===== config.mk =====
export PLATFORM = sky130hd
export DESIGN_NAME = cart_mapper
export DESIGN_NICKNAME = d
export VERILOG_FILES = /design/src/rtl/cart_mapper.sv
export SDC_FILE = /design/constraint.sdc
export NUM_CORES = 1
export LEC_CHECK = 0
export CAP_MARGIN = 30
export CORE_MARGIN = 2
export CORE_UTILIZATION = 40
export CTS_CLUSTER_DIAMETER = 40
export DETAILED_ROUTE_END_ITERATION = 16
export DONT_BUFFER_PORTS = 1
export PLACE_DENSITY = 0.59
export SETUP_SLACK_MARGIN = 0.05
export SYNTH_ARGS = -nofsm -noshare
export SYNTH_HDL_FRONTEND = slang
export SYNTH_SLANG_ARGS = --single-unit

===== constraint.sdc =====
create_clock -name clk -period 5.35 [get_ports clk]
set_clock_uncertainty 0.15 [all_clocks]
set_input_delay 1.07 -clock clk [delete_from_list [all_inputs] [get_ports clk]]
set_output_delay 1.07 -clock clk [all_outputs]
set_load 0.03 [all_outputs]

===== src/rtl/cart_mapper.sv =====
// rtl/cart_mapper.sv - bank-switched expansion-port cartridge; optional freeze logic under CART_FREEZE_EN
module cart_mapper #(
    parameter int         BANK_BITS  = 6,
    parameter logic [1:0] RESET_MODE = 2'd0
) (
    input  logic                    clk,
    input  logic                    rst,
    input  logic                    cyc_start,
    input  logic                    cyc_end,
    input  logic [15:0]             A,
    input  logic                    R__W,
    input  logic                    ROML,
    input  logic                    ROMH,
    input  logic                    IO1,
    input  logic                    IO2,
    input  logic [7:0]              d_in,
    output logic [7:0]              d_out,
    output logic                    d_oe,
    output logic                    _GAME,
    output logic                    _EXROM,
    output logic                    rom_req,
    output logic [BANK_BITS+13:0]   rom_addr,
    input  logic                    rom_ack,
    input  logic [7:0]              rom_data,
    input  logic                    freeze_btn,
    output logic                    _NMI
);

    localparam logic [1:0] S_IDLE  = 2'd0;
    localparam logic [1:0] S_REQ   = 2'd1;
    localparam logic [1:0] S_DRIVE = 2'd2;
    localparam logic [1:0] S_ABORT = 2'd3;

    logic [BANK_BITS-1:0]  bank;
    logic [1:0]            mode;
    logic                  dis;
    logic [1:0]            state;

    logic                  reg_wr;
    logic                  bank_wr;
    logic                  mode_wr;
    logic                  frozen;
    logic                  freeze_hit;
    logic                  eff_dis;
    logic [1:0]            eff_mode;
    logic [BANK_BITS-1:0]  eff_bank;
    logic                  rd_en;
    logic                  rom_sel;
    logic [6:0]            bank7;
    logic [7:0]            reg_rd;
    logic [BANK_BITS+13:0] next_addr;
    logic                  unused_inputs;

    assign reg_wr  = cyc_end && IO1 && !R__W;
    assign bank_wr = reg_wr && !A[0];
    assign mode_wr = reg_wr && A[0];

    // Inputs only some configurations consume are collected here.
    assign unused_inputs = ^{A, d_in, freeze_btn};

`ifdef CART_FREEZE_EN
    localparam logic [1:0] F_IDLE   = 2'd0;
    localparam logic [1:0] F_ARMED  = 2'd1;
    localparam logic [1:0] F_FROZEN = 2'd2;

    logic [1:0] fstate;
    logic       btn_q;

    assign frozen     = (fstate == F_FROZEN);
    // The NMI vector fetch itself is the first access served from the frozen map.
    assign freeze_hit = (fstate == F_ARMED) && (state == S_IDLE) && cyc_start &&
                        R__W && ROMH && (A == 16'hFFFA);
    assign _NMI       = (fstate != F_ARMED);

    // Freeze sequencing: button edge arms, NMI vector fetch freezes, $DE00 write releases.
    always_ff @(posedge clk) begin
        if (rst) begin
            fstate <= F_IDLE;
            btn_q  <= 1'b0;
        end else begin
            btn_q <= freeze_btn;
            case (fstate)
                F_IDLE:   if (freeze_btn && !btn_q) fstate <= F_ARMED;
                F_ARMED:  if (freeze_hit) fstate <= F_FROZEN;
                F_FROZEN: if (bank_wr) fstate <= F_IDLE;
                default:  fstate <= F_IDLE;
            endcase
        end
    end
`else
    assign frozen     = 1'b0;
    assign freeze_hit = 1'b0;
    assign _NMI       = 1'b1;
`endif

    assign eff_dis  = dis && !frozen;
    assign eff_mode = frozen ? 2'd2 : mode;
    assign eff_bank = (frozen || freeze_hit) ? '0 : bank;
    assign rd_en    = cyc_start && R__W && (state == S_IDLE) && (!eff_dis || freeze_hit);
    assign rom_sel  = ROML || ROMH || IO2;
    assign bank7    = 7'(bank);
    assign reg_rd   = A[0] ? {6'b0, mode} : {dis, bank7};

    // Image address for the selected window; IO2 aliases the top page of ROML.
    always_comb begin
        next_addr = {eff_bank, 1'b0, A[12:0]};
        if (ROML)
            next_addr = {eff_bank, 1'b0, A[12:0]};
        else if (ROMH)
            next_addr = {eff_bank, 1'b1, A[12:0]};
        else if (IO2)
            next_addr = {eff_bank, 1'b0, 5'h1F, A[7:0]};
    end

    // Bank/mode register file; dis is sticky until reset.
    always_ff @(posedge clk) begin
        if (rst) begin
            bank <= '0;
            mode <= RESET_MODE;
            dis  <= 1'b0;
        end else begin
            if (bank_wr) begin
                bank <= d_in[BANK_BITS-1:0];
                dis  <= dis | d_in[7];
            end
            if (mode_wr)
                mode <= d_in[1:0];
        end
    end

    // Registered config lines, one clk behind the mode/dis/freeze state.
    always_ff @(posedge clk) begin
        if (rst) begin
            _EXROM <= RESET_MODE[1];
            _GAME  <= ~(RESET_MODE[0] ^ RESET_MODE[1]);
        end else if (eff_dis) begin
            _EXROM <= 1'b1;
            _GAME  <= 1'b1;
        end else begin
            _EXROM <= eff_mode[1];
            _GAME  <= ~(eff_mode[0] ^ eff_mode[1]);
        end
    end

    // Read engine: register reads drive immediately, ROM reads go through the image handshake.
    always_ff @(posedge clk) begin
        if (rst) begin
            state    <= S_IDLE;
            rom_req  <= 1'b0;
            rom_addr <= '0;
            d_out    <= 8'h00;
            d_oe     <= 1'b0;
        end else begin
            case (state)
                S_IDLE: begin
                    if (rd_en && IO1) begin
                        d_out <= reg_rd;
                        d_oe  <= 1'b1;
                        state <= S_DRIVE;
                    end else if (rd_en && rom_sel) begin
                        rom_addr <= next_addr;
                        rom_req  <= 1'b1;
                        state    <= S_REQ;
                    end
                end
                S_REQ: begin
                    if (rom_ack) begin
                        rom_req <= 1'b0;
                        if (cyc_end) begin
                            // Data arrived as the bus cycle closed: nothing left to drive.
                            state <= S_IDLE;
                        end else begin
                            d_out <= rom_data;
                            d_oe  <= 1'b1;
                            state <= S_DRIVE;
                        end
                    end else if (cyc_end) begin
                        state <= S_ABORT;
                    end
                end
                S_DRIVE: begin
                    if (cyc_end) begin
                        d_oe  <= 1'b0;
                        state <= S_IDLE;
                    end
                end
                default: begin
                    // Late acknowledge: hold the request until the image memory answers, then drop it.
                    if (rom_ack) begin
                        rom_req <= 1'b0;
                        state   <= S_IDLE;
                    end
                end
            endcase
        end
    end

endmodule


==> results_dict.tcl, run 1 <==
set metrics [dict create \
    grt_max_degree 47 \
    worstPathCellList "nor3_1 -> and2b_1 -> o221ai_1 -> mux2_1" \
    hold_buffers 0 \
    synth_compound_area_frac 0.136 \
    maxCapViolCount 0 \
    port_buffers 0 \
    cp.required_ns 5.39 \
    hpwlAfterDp_mm 2.82 \
    first_global_vias 1361 \
    first_pass_iters 4 \
    synth_top_family_by_area "simple AND/OR/NAND/NOR gates" \
    syn_area_per_cell_um2 9.37 \
    htree_levels 2 \
    tns_ns 0 \
    postCtsSetupBuffers 0 \
    synth-edff-count 0 \
    p_leak_nw 0.734 \
    io_pins 76 \
    synth_cell_types 41 \
    finalMaxSlewViolations 0 \
    critPathSlowestCell "nor3_1" \
    ys_seq_area_frac 0.451 \
    period_share 0.426 \
    nets 247 \
    synth_warnings 0 \
    clk_pin_slew_ns 0.08 \
    clockPowerShare 0.322 \
    synth_xor_area_frac 0.00458 \
    hold_path_class "reg -> reg" \
    avgRoutedWirePerCell_um 16.1 \
    grt-busiest-layer "met2" \
    cts_tree "done" \
    p_int_mw 0.549 \
    row_count 25 \
    use_met1 0.199 \
    slew_headroom 0.547 \
    clk_latency_ns 0.30 \
    antenna_found_initial 0 \
    syn_to_final_growth_pct 7.27 \
    fmax_ghz 0.439 \
    numCtsBuffers 5 \
    dieHeight_um 73.1 \
    cp-start-kind "input pin" \
    path_buf_inv 0 \
    worstPathMaxFanout 2 \
    core_mm2 0.00466 \
    worst_pin_slew_ns 0.679 \
    async_flop_share 0 \
    ir_drop_v 0.000135 \
    gr-usage-all-layers 0.164 \
    dp_slack_ns 2.75 \
    setup_violations 0 \
    drive_above_1_share 0.0896 \
    rsz0062_at_grt "no" \
    viasPerCell 5.55 \
    fillCellCount 455 \
    setup_slack_ns 3.07 \
    routed_wl_mm 4.10 \
    gr-usage-met2 0.257 \
    synth_mux_area_frac 0.132 \
    netSwitchingFraction 0.318 \
    critPathTopFamily "simple AND/OR/NAND/NOR gates" \
    syn_nets 251 \
    clock-sinks 43 \
    rrSetupSlack_ns 3.22 \
    place.gp.congestion 0.779 \
    clockBufferDepth 2 \
    synth_ff_type "dfxtp_1" \
    cp.arrival_ns 2.32 \
    crit_path_max_incr_delay_ns 0.39 \
    root_buffer "clkbuf_8" \
    syn_area_mm2 0.00191 \
    ys_seq_elements 43 \
    drt-initial-drc-count 53 \
    synth_fa_ha_area_frac 0.0262 \
    vias 1416 \
    place_area_mm2 0.00193 \
    synth_cells 204 \
    die_w_um 73.1 \
    diodes 0 \
    pwr-share-seq 0.486 \
    ant_nets 0 \
    worstSetupPathType "in -> reg" \
    hold_viol 0 \
    status "finished, final reports clean" \
    min_period_ns 2.28 \
    end_kind "register" \
    power.switching_mw 0.256 \
    drc 0 \
    combPwrFrac 0.192 \
    gr-total-overflow 0 \
    fin_cells 255 \
    yosys.area_share.simple 0.205 \
    start_util 0.410 \
    die_area_mm2 0.00535 \
    place_inst 247 \
    fin_area_mm2 0.00205 \
    ctsResizeCount 0 \
    grt_pass1_wl_mm 6.64 \
    power_density_mw_per_mm2 393 \
    gr-usage-met3 0.0677 \
]
-- state kept, by name, summed over array words and instances (netlist names) --
signal    cells
rom_addr     20
state         2
d_oe          1
eff_mode      2
_GAME         1
dis           1
_EXROM        1
rom_req       1
bank          6
d_out         8
-- logic make-up (layout without fill, tap and decap cells) --
kind of cell | count (synthesis) | after routing
mux | 25 | 25
xor+xnor | 1 | 1
buf+inv | 17 | 14
compound gates | 43 | 43
fa+ha+maj | 4 | 4
simple gates | 70 | 70
flops | 43 | 43
other cells | 1 | 1
-- tightest hold or removal path, delay by kind of cell, from the launching register on --
kind             cells  cell delay [ns]
DFF                  1             0.34
and+or+nand+nor      2             0.14
-- power groups by stage --
stage / Clock [mW] / Combinational [mW] / Sequential, mW
2_1_floorplan: 0 / 0.135 / 0.396
3_3_place_gp: 0 / 0.149 / 0.400
3_5_place_dp: 0 / 0.154 / 0.400
4_1_cts: 0.270 / 0.155 / 0.392
5_1_grt: 0.283 / 0.172 / 0.395
6_report: 0.260 / 0.154 / 0.392
-- path summary, 6_finish.rpt --
kind,startpoint,end,cells past startpoint
max,IO2,state[1],4
min,eff_mode[1],_EXROM,2
max reg2reg,state[1],d_out[5],6
min reg2reg,eff_mode[1],_EXROM,2
-- layout make-up --
class                      instances  area (µm²)  share of cell area
timing repair buffer               2        15.0             0.00733
tap                               54        67.6              0.0330
clock inverter                     3        47.5              0.0232
multi-input combinational        144         975               0.476
inverter                           4        15.0             0.00733
clock buffer                       5        68.8              0.0336
sequential                        43         861               0.420
-- through the flow --
step | util | hold slack [ns] | power [mW]
after global routing | 0.440 | 0.390 | 0.850
after global placement | 0.413 | 0.362 | 0.549
after CTS | 0.440 | 0.370 | 0.818
final | 0.440 | 0.368 | 0.806
after floorplan | - | 0.324 | 0.531
after detailed placement | 0.415 | 0.352 | 0.554
-- Yosys cell counts, drive strengths merged, types with 2 or more instances --
cell type  number  area share
mux2i          24        0.13
inv             4      0.0079
o21ai           9       0.024
o21bai          2      0.0079
nor3            2      0.0052
a21oi          19       0.054
nor2           39       0.077
nor3b           5       0.020
o22ai           5       0.016
nand2           3      0.0059
nand3b          2       0.014
o41ai           3       0.014
ha              4       0.026
or3             7       0.023
nor2b           4       0.013
dfxtp          43        0.45
clkbuf          5      0.0098
buf             8       0.026
-- routing by layer --
metal,vias up,share of wire
li1,708,-
met1,652,0.45
met2,49,0.46
met3,7,0.076
met4,0,0.016
met5,-,0
-- cell usage in the layout (no fill, tap or decap), types with 3 or more instances in the layout --
| master | count |
|---|---|
| nand2_1 | 3 |
| or3_1 | 7 |
| o22ai_1 | 5 |
| nor2_1 | 39 |
| mux2i_1 | 24 |
| dfxtp_1 | 43 |
| clkbuf_8 | 5 |
| nor2b_1 | 4 |
| o21ai_0 | 3 |
| o21ai_1 | 6 |
| ha_1 | 4 |
| a21oi_1 | 17 |
| o41ai_1 | 3 |
| nor3b_1 | 5 |
Power figures use the tool's default switching activity.
==> run 2: changes to the inputs <==
--- a/config.mk
+++ b/config.mk
@@ -11,7 +11,7 @@
 export CTS_CLUSTER_DIAMETER = 40
 export DETAILED_ROUTE_END_ITERATION = 16
 export DONT_BUFFER_PORTS = 1
-export PLACE_DENSITY = 0.59
+export PLACE_DENSITY = 0.61
 export SETUP_SLACK_MARGIN = 0.05
 export SYNTH_ARGS = -nofsm -noshare
 export SYNTH_HDL_FRONTEND = slang
==> constraint.sdc (replaced) <==
create_clock -name clk -period 1.92 [get_ports clk]
set_clock_uncertainty 0.15 [all_clocks]
set_input_delay 0.384 -clock clk [delete_from_list [all_inputs] [get_ports clk]]
set_output_delay 0.384 -clock clk [all_outputs]
set_load 0.03 [all_outputs]
==> results_dict.tcl, run 2 (synthesis results as in run 1) <==
set metrics [dict create \
    first_pass_iters 4 \
    drc 0 \
    vias 1454 \
    clk_latency_ns 0.29 \
    setup_violations 0 \
    status "finished, final reports clean" \
    hold_path_end "rom_addr[8]" \
    numCtsBuffers 5 \
    finalPower_mw 2.25 \
    clock-sinks 43 \
    place.gp.congestion 0.761 \
    ir_drop_v 0.000345 \
    first_global_vias 1407 \
    grt_max_degree 36 \
    core_mm2 0.00466 \
    drt-initial-drc-count 86 \
    clockBufferDepth 2 \
    dp_slack_ns 0.0142 \
    min_period_ns 1.81 \
    use_met1 0.205 \
    gr-total-overflow 0 \
    place_inst 257 \
    root_buffer "clkbuf_8" \
    grt_pass1_wl_mm 6.71 \
    drive_above_1_share 0.173 \
    largestRegisters "rom_addr x20, d_out x8, bank x6" \
    row_count 25 \
    cp.arrival_ns 1.89 \
    final_common_cell "dfxtp_1" \
    rrSetupSlack_ns 0.11 \
    reg2reg_from "state[0]" \
    hold_path_class "in -> reg" \
    routed_wl_mm 4.35 \
    syn_to_final_growth_pct 14.7 \
    p_leak_nw 0.796 \
    die_w_um 73.1 \
    cts_tree "done" \
    r2r_cells 7 \
    ant_nets 0 \
    die_area_mm2 0.00535 \
    htree_levels 2 \
    start_util 0.410 \
    gr-usage-met2 0.249 \
    fmax_ghz 0.552 \
    worstPathCellList "inv_1 -> ha_2 -> and4b_2 -> a21oi_2 -> buf_12 -> or3_1 -> a21oi_1" \
    min_from "rst" \
    period_share 0.944 \
    rr_endpoint "d_out[5]" \
    worstSetupPathType "reg -> reg" \
    end_kind "register" \
    whs_ns 0.00967 \
    avgRoutedWirePerCell_um 16.2 \
    grt-busiest-layer "met2" \
    cp-start-kind "register" \
    top_register "rom_addr" \
    tns_ns 0 \
    hold_viol 0 \
    setup_slack_ns 0.107 \
    whs_path_depth 1 \
    fin_cells 268 \
    clk_pin_slew_ns 0.08 \
    gr-usage-all-layers 0.163 \
    critPathSlowestCell "dfxtp_2" \
    gr-usage-met3 0.0566 \
    maxCapViolCount 0 \
    mostFrequentLayoutCells "dfxtp_1 (41), nor2_1 (39), mux2i_1 (24)" \
    path_buf_inv 2 \
    nets 260 \
    worstPathMaxFanout 16 \
    finalMaxSlewViolations 0 \
    dieHeight_um 73.1 \
    port_buffers 0 \
    power_density_mw_per_mm2 1030 \
    hpwlAfterDp_mm 2.89 \
    io_pins 76 \
    viasPerCell 5.43 \
    antenna_found_initial 0 \
    rsz0062_at_grt "no" \
    diodes 0 \
    largest_reg_flops 20 \
    critPathTopFamily "simple AND/OR/NAND/NOR gates" \
    cp.required_ns 2.00 \
    crit_path_max_incr_delay_ns 0.34 \
]
run 2: timing repair:
action,4_1_cts,5_1_grt
pin swaps,0,1
hold buffers,2,1
endpoints found under the setup margin,2,11
resized for setup,2,6
endpoints found under the hold margin,35,1
buffers inserted,0,0
run 2: layout make-up:
class | instances | area [µm²]
Inverter | 4 | 15.0
Clock inverter | 2 | 12.5
Clock buffer | 6 | 72.6
Timing Repair Buffer | 15 | 168
Sequential cell | 43 | 863
Multi-Input combinational cell | 144 | 993
Tap cell | 54 | 67.6
Fill cell | 446 | 2470
run 2: how the worst max path moves through the flow:
| stage | startpoint | end | slack (ns) | cells after the start |
|---|---|---|---|---|
| finish | state[0] | d_out[5] | 0.11 | 7 |
| global route | state[0] | state[1] | 0.05 | 7 |
| CTS | state[1] | d_out[5] | 0.05 | 7 |
| detailed placement | state[0] | state[1] | 0.01 | 6 |
| global placement | state[0] | state[1] | 0.03 | 6 |
| floorplan | state[0] | state[1] | 0.09 | 6 |
run 2: per-stage QoR:
stage,cell area [µm²],util
floorplan,1910,-
global placement,2050,0.439
detailed placement,2050,0.439
CTS,2170,0.466
global route,2190,0.470
finish,2190,0.470
run 2: report_power, final:
group          switching (mW)  internal [mW]
registers               0.139          0.958
logic                   0.297          0.288
clock network           0.317          0.254
run 2: worst register-to-register path: stages, from the launching register on:
cell and delay, ns:
dfxtp_2 0.34, inv_1 0.07, ha_2 0.18, and4b_2 0.26, a21oi_2 0.08, buf_12 0.15, or3_1 0.34, a21oi_1 0.17
run 2: metal layers:
layer	wire length [µm]	vias up
li1	-	739
met1	1920	666
met2	2000	39
met3	307	10
met4	119	0
met5	0	-
